[config.mk]
export PLATFORM = sky130hd
export DESIGN_NAME = uart_transceiver_flat
export DESIGN_NICKNAME = d
export VERILOG_FILES = /design/src/rtl/uart_pkg.sv /design/src/rtl/uart_if.sv /design/src/rtl/uart_baud_gen.sv /design/src/rtl/uart_transceiver.sv /design/src/flat_wrapper.sv
export SDC_FILE = /design/constraint.sdc
export NUM_CORES = 1
export LEC_CHECK = 0
export ABC_CLOCK_PERIOD_IN_PS = 5300
export BUFFER_PORTS_ARGS = -buffer_cell sky130_fd_sc_hd__buf_2
export CAP_MARGIN = 20
export CORE_ASPECT_RATIO = 0.8
export CORE_UTILIZATION = 55
export CTS_BUF_LIST = sky130_fd_sc_hd__clkbuf_8
export CTS_CLUSTER_DIAMETER = 150
export CTS_CLUSTER_SIZE = 30
export DETAILED_ROUTE_END_ITERATION = 16
export GPL_ROUTABILITY_DRIVEN = 0
export PLACE_DENSITY = 0.73
export SETUP_SLACK_MARGIN = 0.02
export SLEW_MARGIN = 20
export SYNTH_ARGS = -nofsm -noshare
export SYNTH_HDL_FRONTEND = slang
export SYNTH_SLANG_ARGS = --single-unit
export TNS_END_PERCENT = 100
[constraint.sdc]
create_clock -name clk -period 5.3 [get_ports clk]
set_input_delay 0.265 -clock clk [delete_from_list [all_inputs] [get_ports clk]]
set_output_delay 0.265 -clock clk [all_outputs]
set_load 0.01 [all_outputs]
[src/rtl/uart_pkg.sv]
// Shared types and constants for the UART transceiver: FSM state encodings,
// data-length encoding with its bit-count mapping, and parity selectors.
package uart_pkg;

   localparam int OVERSAMPLE = 16;

   typedef enum logic [2:0] {
      RX_IDLE,
      RX_START,
      RX_DATA,
      RX_PARITY,
      RX_STOP
   } rx_state_t;

   typedef enum logic [2:0] {
      TX_IDLE,
      TX_WAIT_CTS,
      TX_START,
      TX_DATA,
      TX_PARITY,
      TX_STOP
   } tx_state_t;

   localparam logic [1:0] DBITS_5 = 2'b00;
   localparam logic [1:0] DBITS_6 = 2'b01;
   localparam logic [1:0] DBITS_7 = 2'b10;
   localparam logic [1:0] DBITS_8 = 2'b11;

   localparam logic PARITY_EVEN = 1'b0;
   localparam logic PARITY_ODD  = 1'b1;

   function automatic logic [3:0] data_bits(input logic [1:0] enc);
      case (enc)
         DBITS_5: return 4'd5;
         DBITS_6: return 4'd6;
         DBITS_7: return 4'd7;
         default: return 4'd8;
      endcase
   endfunction

endpackage

[src/rtl/uart_if.sv]
// Parallel byte-side interface of the UART: received word and status,
// transmit word and request, transmit completion.
interface uart_if;
   logic [7:0] rx_data;
   logic       rx_done;
   logic       parity_error;
   logic [7:0] tx_data;
   logic       start_tx;
   logic       tx_done;

   modport master (
      input  rx_data, rx_done, parity_error, tx_done,
      output tx_data, start_tx
   );

   modport slave (
      output rx_data, rx_done, parity_error, tx_done,
      input  tx_data, start_tx
   );
endinterface

[src/rtl/uart_baud_gen.sv]
// Free-running oversampling tick generator shared by the rx and tx paths.
// One-cycle tick each time the divider wraps from DIV-1 back to 0.
module uart_baud_gen #(
   parameter int CLK_FREQ   = 50_000_000,
   parameter int BAUD       = 115200,
   parameter int OVERSAMPLE = uart_pkg::OVERSAMPLE
) (
   input  logic clk,
   input  logic reset_n,
   output logic tick
);

   localparam int DIV  = (CLK_FREQ + (BAUD * OVERSAMPLE) / 2) / (BAUD * OVERSAMPLE);
   localparam int CW   = (DIV > 1) ? $clog2(DIV) : 1;
   localparam logic [CW-1:0] LAST = CW'(DIV - 1);

   logic [CW-1:0] cnt;

   always_ff @(posedge clk) begin
      if (reset_n) begin
         cnt <= '0;
      end else if (cnt == LAST) begin
         cnt <= '0;
      end else begin
         cnt <= cnt + 1'b1;
      end
   end

   assign tick = (cnt == LAST);

endmodule

[src/rtl/uart_transceiver.sv]
// Full-duplex UART with per-frame latched framing (5-8 data, 1/2 stop,
// optional even/odd parity) and RTS/CTS flow control.
//
// rx state  | meaning
// RX_IDLE   | line idle, rts_n low, waiting for falling edge
// RX_START  | verifying start bit at mid-bit
// RX_DATA   | sampling data bits LSB first
// RX_PARITY | sampling parity bit
// RX_STOP   | sampling stop bit(s); low stop drops the frame
//
// tx state    | meaning
// TX_IDLE     | waiting for start_tx
// TX_WAIT_CTS | word latched, waiting for cts_n low on a tick
// TX_START    | driving start bit
// TX_DATA     | driving data bits LSB first
// TX_PARITY   | driving parity bit
// TX_STOP     | driving stop bit(s)
module uart_transceiver #(
   parameter int CLK_FREQ   = 50_000_000,
   parameter int BAUD       = 115200,
   parameter int OVERSAMPLE = uart_pkg::OVERSAMPLE
) (
   input  logic       clk,
   input  logic       reset_n,
   input  logic       rx,
   input  logic [1:0] data_bit_num,
   input  logic       stop_bit_num,
   input  logic       parity_en,
   input  logic       parity_type,
   output logic       rts_n,
   input  logic       cts_n,
   output logic       tx,
   uart_if.slave      bus
);
   import uart_pkg::*;

   localparam int TW = $clog2(OVERSAMPLE);
   localparam logic [TW-1:0] TICK_LAST = TW'(OVERSAMPLE - 1);
   localparam logic [TW-1:0] TICK_MID  = TW'(OVERSAMPLE / 2 - 1);

   logic tick;

   uart_baud_gen #(
      .CLK_FREQ   (CLK_FREQ),
      .BAUD       (BAUD),
      .OVERSAMPLE (OVERSAMPLE)
   ) u_baud_gen (
      .clk     (clk),
      .reset_n (reset_n),
      .tick    (tick)
   );

   // ---------------- receiver ----------------
   logic [1:0]    rx_sync;
   logic          rx_s, rx_prev, rx_fall;
   rx_state_t     rx_state, rx_state_nxt;
   logic [TW-1:0] rx_tick_cnt;
   logic [2:0]    rx_bit_cnt, rx_last;
   logic          rx_stop_cnt, rx_stop2, rx_par_en, rx_par_type, rx_par_acc;
   logic [7:0]    rx_shift;
   logic          rx_bit_end, rx_mid, rx_good;

   assign rx_s       = rx_sync[1];
   assign rx_fall    = rx_prev & ~rx_s;
   assign rx_bit_end = tick & (rx_tick_cnt == TICK_LAST);
   assign rx_mid     = tick & (rx_tick_cnt == TICK_MID);

   always_ff @(posedge clk) begin
      if (reset_n) begin
         rx_sync <= 2'b11;
         rx_prev <= 1'b1;
      end else begin
         rx_sync <= {rx_sync[0], rx};
         rx_prev <= rx_s;
      end
   end

   always_ff @(posedge clk) begin
      if (reset_n) rx_state <= RX_IDLE;
      else         rx_state <= rx_state_nxt;
   end

   always_comb begin
      rx_state_nxt = rx_state;
      rx_good      = 1'b0;
      case (rx_state)
         RX_IDLE:   if (rx_fall) rx_state_nxt = RX_START;
         RX_START:  if (rx_mid) rx_state_nxt = rx_s ? RX_IDLE : RX_DATA;
         RX_DATA:   if (rx_bit_end && rx_bit_cnt == rx_last)
                       rx_state_nxt = rx_par_en ? RX_PARITY : RX_STOP;
         RX_PARITY: if (rx_bit_end) rx_state_nxt = RX_STOP;
         RX_STOP: begin
            if (rx_bit_end) begin
               if (!rx_s) begin
                  rx_state_nxt = RX_IDLE;
               end else if (rx_stop_cnt == rx_stop2) begin
                  rx_state_nxt = RX_IDLE;
                  rx_good      = 1'b1;
               end
            end
         end
         default:   rx_state_nxt = RX_IDLE;
      endcase
   end

   always_ff @(posedge clk) begin
      if (reset_n) begin
         rx_tick_cnt      <= '0;
         rx_bit_cnt       <= '0;
         rx_stop_cnt      <= 1'b0;
         rx_last          <= '0;
         rx_stop2         <= 1'b0;
         rx_par_en        <= 1'b0;
         rx_par_type      <= 1'b0;
         rx_par_acc       <= 1'b0;
         rx_shift         <= '0;
         rts_n            <= 1'b1;
         bus.rx_data      <= '0;
         bus.rx_done      <= 1'b0;
         bus.parity_error <= 1'b0;
      end else begin
         bus.rx_done <= rx_good;
         rts_n       <= (rx_state_nxt != RX_IDLE);
         if (rx_state == RX_IDLE) begin
            rx_tick_cnt <= '0;
            rx_bit_cnt  <= '0;
            rx_stop_cnt <= 1'b0;
            rx_par_acc  <= 1'b0;
            rx_shift    <= '0;
            if (rx_fall) begin
               rx_last     <= 3'(data_bits(data_bit_num) - 4'd1);
               rx_stop2    <= stop_bit_num;
               rx_par_en   <= parity_en;
               rx_par_type <= parity_type;
            end
         end else if (tick) begin
            // START restarts the count at mid-bit so later samples land mid-bit
            rx_tick_cnt <= (rx_tick_cnt == TICK_LAST ||
                            (rx_state == RX_START && rx_tick_cnt == TICK_MID))
                           ? '0 : rx_tick_cnt + 1'b1;
            if (rx_bit_end) begin
               case (rx_state)
                  RX_DATA: begin
                     rx_shift[rx_bit_cnt] <= rx_s;
                     rx_par_acc           <= rx_par_acc ^ rx_s;
                     rx_bit_cnt           <= rx_bit_cnt + 1'b1;
                  end
                  RX_PARITY: rx_par_acc  <= rx_par_acc ^ rx_s;
                  RX_STOP:   rx_stop_cnt <= 1'b1;
                  default: ;
               endcase
            end
         end
         if (rx_good) begin
            bus.rx_data      <= rx_shift;
            bus.parity_error <= rx_par_en & (rx_par_acc != rx_par_type);
         end
      end
   end

   // ---------------- transmitter ----------------
   tx_state_t     tx_state, tx_state_nxt;
   logic [TW-1:0] tx_tick_cnt;
   logic [2:0]    tx_bit_cnt, tx_last;
   logic          tx_stop_cnt, tx_stop2, tx_par_en, tx_par_bit;
   logic [7:0]    tx_shift, tx_mask;
   logic          tx_bit_end, tx_fin, tx_line;

   assign tx_bit_end = tick & (tx_tick_cnt == TICK_LAST);
   assign tx_mask    = 8'hFF >> (4'd8 - data_bits(data_bit_num));

   always_ff @(posedge clk) begin
      if (reset_n) tx_state <= TX_IDLE;
      else         tx_state <= tx_state_nxt;
   end

   always_comb begin
      tx_state_nxt = tx_state;
      tx_fin       = 1'b0;
      tx_line      = 1'b1;
      case (tx_state)
         TX_IDLE:     if (bus.start_tx) tx_state_nxt = TX_WAIT_CTS;
         TX_WAIT_CTS: if (tick && !cts_n) tx_state_nxt = TX_START;
         TX_START: begin
            tx_line = 1'b0;
            if (tx_bit_end) tx_state_nxt = TX_DATA;
         end
         TX_DATA: begin
            tx_line = tx_shift[tx_bit_cnt];
            if (tx_bit_end && tx_bit_cnt == tx_last)
               tx_state_nxt = tx_par_en ? TX_PARITY : TX_STOP;
         end
         TX_PARITY: begin
            tx_line = tx_par_bit;
            if (tx_bit_end) tx_state_nxt = TX_STOP;
         end
         TX_STOP: begin
            if (tx_bit_end && tx_stop_cnt == tx_stop2) begin
               tx_state_nxt = TX_IDLE;
               tx_fin       = 1'b1;
            end
         end
         default:     tx_state_nxt = TX_IDLE;
      endcase
   end

   always_ff @(posedge clk) begin
      if (reset_n) begin
         tx_tick_cnt <= '0;
         tx_bit_cnt  <= '0;
         tx_stop_cnt <= 1'b0;
         tx_last     <= '0;
         tx_stop2    <= 1'b0;
         tx_par_en   <= 1'b0;
         tx_par_bit  <= 1'b0;
         tx_shift    <= '0;
         tx          <= 1'b1;
         bus.tx_done <= 1'b0;
      end else begin
         tx          <= tx_line;
         bus.tx_done <= tx_fin;
         if (tx_state == TX_IDLE || tx_state == TX_WAIT_CTS) begin
            tx_tick_cnt <= '0;
            tx_bit_cnt  <= '0;
            tx_stop_cnt <= 1'b0;
            if (tx_state == TX_IDLE && bus.start_tx) begin
               tx_shift   <= bus.tx_data & tx_mask;
               tx_last    <= 3'(data_bits(data_bit_num) - 4'd1);
               tx_stop2   <= stop_bit_num;
               tx_par_en  <= parity_en;
               tx_par_bit <= (^(bus.tx_data & tx_mask)) ^ parity_type;
            end
         end else if (tick) begin
            tx_tick_cnt <= (tx_tick_cnt == TICK_LAST) ? '0 : tx_tick_cnt + 1'b1;
            if (tx_bit_end) begin
               if (tx_state == TX_DATA) tx_bit_cnt  <= tx_bit_cnt + 1'b1;
               if (tx_state == TX_STOP) tx_stop_cnt <= 1'b1;
            end
         end
      end
   end

endmodule

[src/flat_wrapper.sv]
// flat-port wrapper written by rule: the top's interface ports become plain ports
module uart_transceiver_flat import uart_pkg::*;
#(
   parameter int CLK_FREQ   = 50_000_000,
   parameter int BAUD       = 115200,
   parameter int OVERSAMPLE = uart_pkg::OVERSAMPLE
)
  (clk, reset_n, rx, data_bit_num, stop_bit_num, parity_en, parity_type, rts_n, cts_n, tx, bus_rx_data, bus_rx_done, bus_parity_error, bus_tx_done, bus_tx_data, bus_start_tx);
  uart_if bus_i ();
  input  logic clk;
  input  logic reset_n;
  input  logic rx;
  input  logic [1:0] data_bit_num;
  input  logic stop_bit_num;
  input  logic parity_en;
  input  logic parity_type;
  output logic rts_n;
  input  logic cts_n;
  output logic tx;
  output wire logic [$bits(bus_i.rx_data)-1:0] bus_rx_data;
  output wire logic [$bits(bus_i.rx_done)-1:0] bus_rx_done;
  output wire logic [$bits(bus_i.parity_error)-1:0] bus_parity_error;
  output wire logic [$bits(bus_i.tx_done)-1:0] bus_tx_done;
  input wire logic [$bits(bus_i.tx_data)-1:0] bus_tx_data;
  input wire logic [$bits(bus_i.start_tx)-1:0] bus_start_tx;
  assign bus_rx_data = bus_i.rx_data;
  assign bus_rx_done = bus_i.rx_done;
  assign bus_parity_error = bus_i.parity_error;
  assign bus_tx_done = bus_i.tx_done;
  assign bus_i.tx_data = bus_tx_data;
  assign bus_i.start_tx = bus_start_tx;
  uart_transceiver #(.CLK_FREQ(CLK_FREQ), .BAUD(BAUD), .OVERSAMPLE(OVERSAMPLE)) u_core (.clk(clk), .reset_n(reset_n), .rx(rx), .data_bit_num(data_bit_num), .stop_bit_num(stop_bit_num), .parity_en(parity_en), .parity_type(parity_type), .rts_n(rts_n), .cts_n(cts_n), .tx(tx), .bus(bus_i));
endmodule
==> results.md <==
- Vias: between 2000 and 3000
- Core area: approximately 5600 sq um
- Worst setup margin: between 3000 and 4000 ps
- Multi-input logic area: 1775 sq um
- WL/cell: roughly 13 um
- FP Rows: 24
- Syn avg cell area: 8.661 sq um
- Power density over the cells: 313.7 nW/um^2
- H-tree depth: 3
- Hold Path Depth: 2
- EDFF count, synth: 0
- Worst path max stage delay: 660 ps
- Hold violation count in the final report: 0
- Min Tclk post-route: 2243 ps
- Slew headroom: 40.08%
- Reg2Reg Setup Slack: ~3100 ps
- Cells after DPL: 474
- Final Max Tran Viols: 0
- Port buffer count: 30
- Hold Path Class: input port to register
- Overall Global Routing Usage: 22.12%
- Number of diodes: 0
- Worst Setup End Kind: register
- Worst-Margin Slew: 898.8 ps
- DP Worst Slack: 3104 ps
- RR Startpoint: u_core.u_baud_gen.cnt[0]
- Final #Nets: 435
- Root Driver: clkbuf_8
- Max VDD drop: 0.1600 mV
- Mapped Cells: 385
- Clock Path Buffers: 2
- Critical path arrival: 2470 ps
- Vias/cell: around 5.4
- Total grt overflow: 0
- Register Area: 1441 sq um
- RSZ-0062 raised after global routing: false
- CTS tree: built
- Setup_tns: 0 ps
- Detailed Route WL: 6308 um
- Crit-path max FO: 13
- Largest net degree at the start of global routing: ~50
- Synth Flop Type: dfxtp_1
- Buf/Inv on CP: 1
- Initial Util: between 50% and 60%
- P_leak: around 0.0015 uW
- Non-filler cells, final: 490
- Layout cells sized above 1: 15.05%
- Crit-path leading delay family: simple AND/OR/NAND/NOR gates
- Reg clk slew, reported paths: around 80 ps
- Worst-Skew Late Latency: 350 ps
- Final setup vio count: 0
- Min-Delay Endpoint: u_core.rx_sync[0]
- Yosys warns: 0
- Count of different cell masters after synthesis: 45
- Post-CTS setup buffer count: 0
- # clock sinks: 72
- Path depth of the worst reg2reg path: 7
- Worst Skew: ~9.3 ps
- Initial DRC Count: 153
- # DRC: 0
- Num CTS Buffers: 9
- DRT Pass-1 Iters: 4
- Critical R2R Capture: u_core.rx_shift[1]
- Die area: 6380 sq um
- Post_cts resized: 0
- Syn_nets: 413
- Crit Path Category: register to register
- Critical path launch point type: register
- Max stage delay cell, worst path: nor4_4
- Seq/Total Area, Yosys: 43.23%
- CP Cell Sequence: inv_1 -> ha_1 -> nand4b_4 -> nor4_4 -> and4bb_2 -> mux2i_1 -> nor2_1
- CP required: 5530 ps
- Status: finished clean
- Synth Register Bits: 72
- Fin crit share: a little over two fifths
- Area delta synth->final: 11.74%
- Fraction of registers with async set/reset: 0%
- Initial antenna violation count: 0
- Detail Placement HPWL: around 4400 um
- Fillers: 500
- FMAX: 0.4458 GHz
- First-pass GRT wire length: between 10000 and 15000 um
- Mapped Area: 3334 sq um
- DIE HEIGHT: 71.64 um
- Die X: 89.06 um
- Hold Crit Start: rx
- Max Cap Viol: 0
- Post-DRT Antenna Nets: 0
- CTS Hold Bufs: 0
- Ports: 31
- Vias in the first global route: 2377
==> synthesized netlist by cell type (2+ instances only) <==
master / number / area share [%]
a22oi_1: 2 / 0.45
nor2_1: 42 / 4.7
o21ai_0: 6 / 0.90
nand2b_1: 6 / 1.1
dfxtp_1: 72 / 43
or3b_2: 2 / 0.53
xor2_1: 14 / 3.7
or2_2: 5 / 0.94
and2_1: 3 / 0.56
nor3_1: 13 / 2.0
and4bb_2: 2 / 0.75
or3_1: 2 / 0.38
nand3b_1: 2 / 0.45
inv_1: 11 / 1.2
a31oi_1: 3 / 0.56
o21bai_1: 3 / 0.68
mux4_2: 2 / 1.4
ha_1: 10 / 3.8
nor2b_1: 3 / 0.56
a21oi_1: 35 / 5.3
nand4b_1: 4 / 1.1
xnor2_1: 16 / 4.2
nand3_1: 15 / 2.3
nand4_1: 5 / 0.94
mux2i_1: 15 / 4.5
clkbuf_1: 17 / 1.9
nand2_1: 57 / 6.4
==> routing by layer <==
metal	wire length (um)	vias up	track usage, %
li1	-	1357	-
met2	2837	60	34.96
met3	298	7	6.912
met1	3110	1212	29.67
met4	61	0	5.291
met5	0	-	0
==> through the flow <==
step | utilization [%] | hold WS [ps] | area [sq um] | power [uW]
after global placement | 62.10 | 403.7 | 3506 | 706.5
after global routing | 66.00 | 106.1 | 3726 | 1217
final | 66.00 | 115.6 | 3726 | 1169
after detailed placement | 62.10 | 394.0 | 3506 | 709.3
after floorplan | - | 368.8 | 3334 | 679.0
after CTS | 66.00 | 111.2 | 3726 | 1180
==> registers in the layout (all words and copies together) (netlist names), 2 cells and up <==
name                   count
u_core.bus.rx_data         8
u_core.rx_shift            8
u_core.tx_shift            8
u_core.u_baud_gen.cnt      5
u_core.rx_tick_cnt         4
u_core.tx_tick_cnt         4
u_core.rx_bit_cnt          3
u_core.rx_last             3
u_core.rx_state            3
u_core.tx_bit_cnt          3
u_core.tx_last             3
u_core.tx_state            3
u_core.rx_sync             2
==> placed cells by master (no fill, tap or decap), types with 3 or more instances in the layout <==
master / instances
dfxtp_1: 72
nand2_1: 57
nor2_1: 42
a21oi_1: 35
buf_2: 30
xnor2_1: 16
nand3_1: 15
mux2i_1: 15
xor2_1: 14
nor3_1: 13
inv_1: 11
ha_1: 10
clkbuf_8: 9
nand2b_1: 6
o21ai_0: 6
or2_2: 5
nand4_1: 5
nand4b_1: 4
nor2b_1: 3
a31oi_1: 3
and2_1: 3
o21bai_1: 3
clkinv_4: 3
==> how the worst max path moves through the flow <==
| stage | start | to | slack (ps) | cells past startpoint |
|---|---|---|---|---|
| after detailed placement | u_core.u_baud_gen.cnt[0] | u_core.bus.rx_data[7] | 3100 | 7 |
| after floorplan | u_core.u_baud_gen.cnt[0] | u_core.bus.parity_error | 3360 | 8 |
| after global placement | u_core.u_baud_gen.cnt[0] | u_core.rx_shift[1] | 3170 | 7 |
| after CTS | u_core.u_baud_gen.cnt[0] | u_core.rx_shift[1] | 3060 | 7 |
| final | u_core.u_baud_gen.cnt[0] | u_core.rx_shift[1] | 3060 | 7 |
| after global routing | u_core.u_baud_gen.cnt[0] | u_core.rx_shift[1] | 2890 | 7 |
==> power by group <==
part	internal, uW	switching (uW)	leakage [uW]
registers	562	18.6	0.000584
logic	49.6	67.2	0.000821
clock network	265	206	0.000113
==> layout make-up <==
type                       count  area share, %
timing repair buffer          30          4.030
clock buffer                   9          3.324
clock inverter                 7          2.586
tap                           78          2.619
multi-input combinational    283          47.65
inverter                      11          1.108
sequential                    72          38.68
==> logic make-up after synthesis <==
group,count (synthesis),synth area share (%)
AO/OA/AOI/OAI,58,10.09
AND/OR/NAND/NOR,168,25.67
XOR/XNOR,30,7.880
adder cells (fa/ha/maj),10,3.752
buffers and inverters,30,3.527
multiplexers,17,5.853
flip-flops,72,43.23
Note: power is estimated with default switching activity, not from simulation.
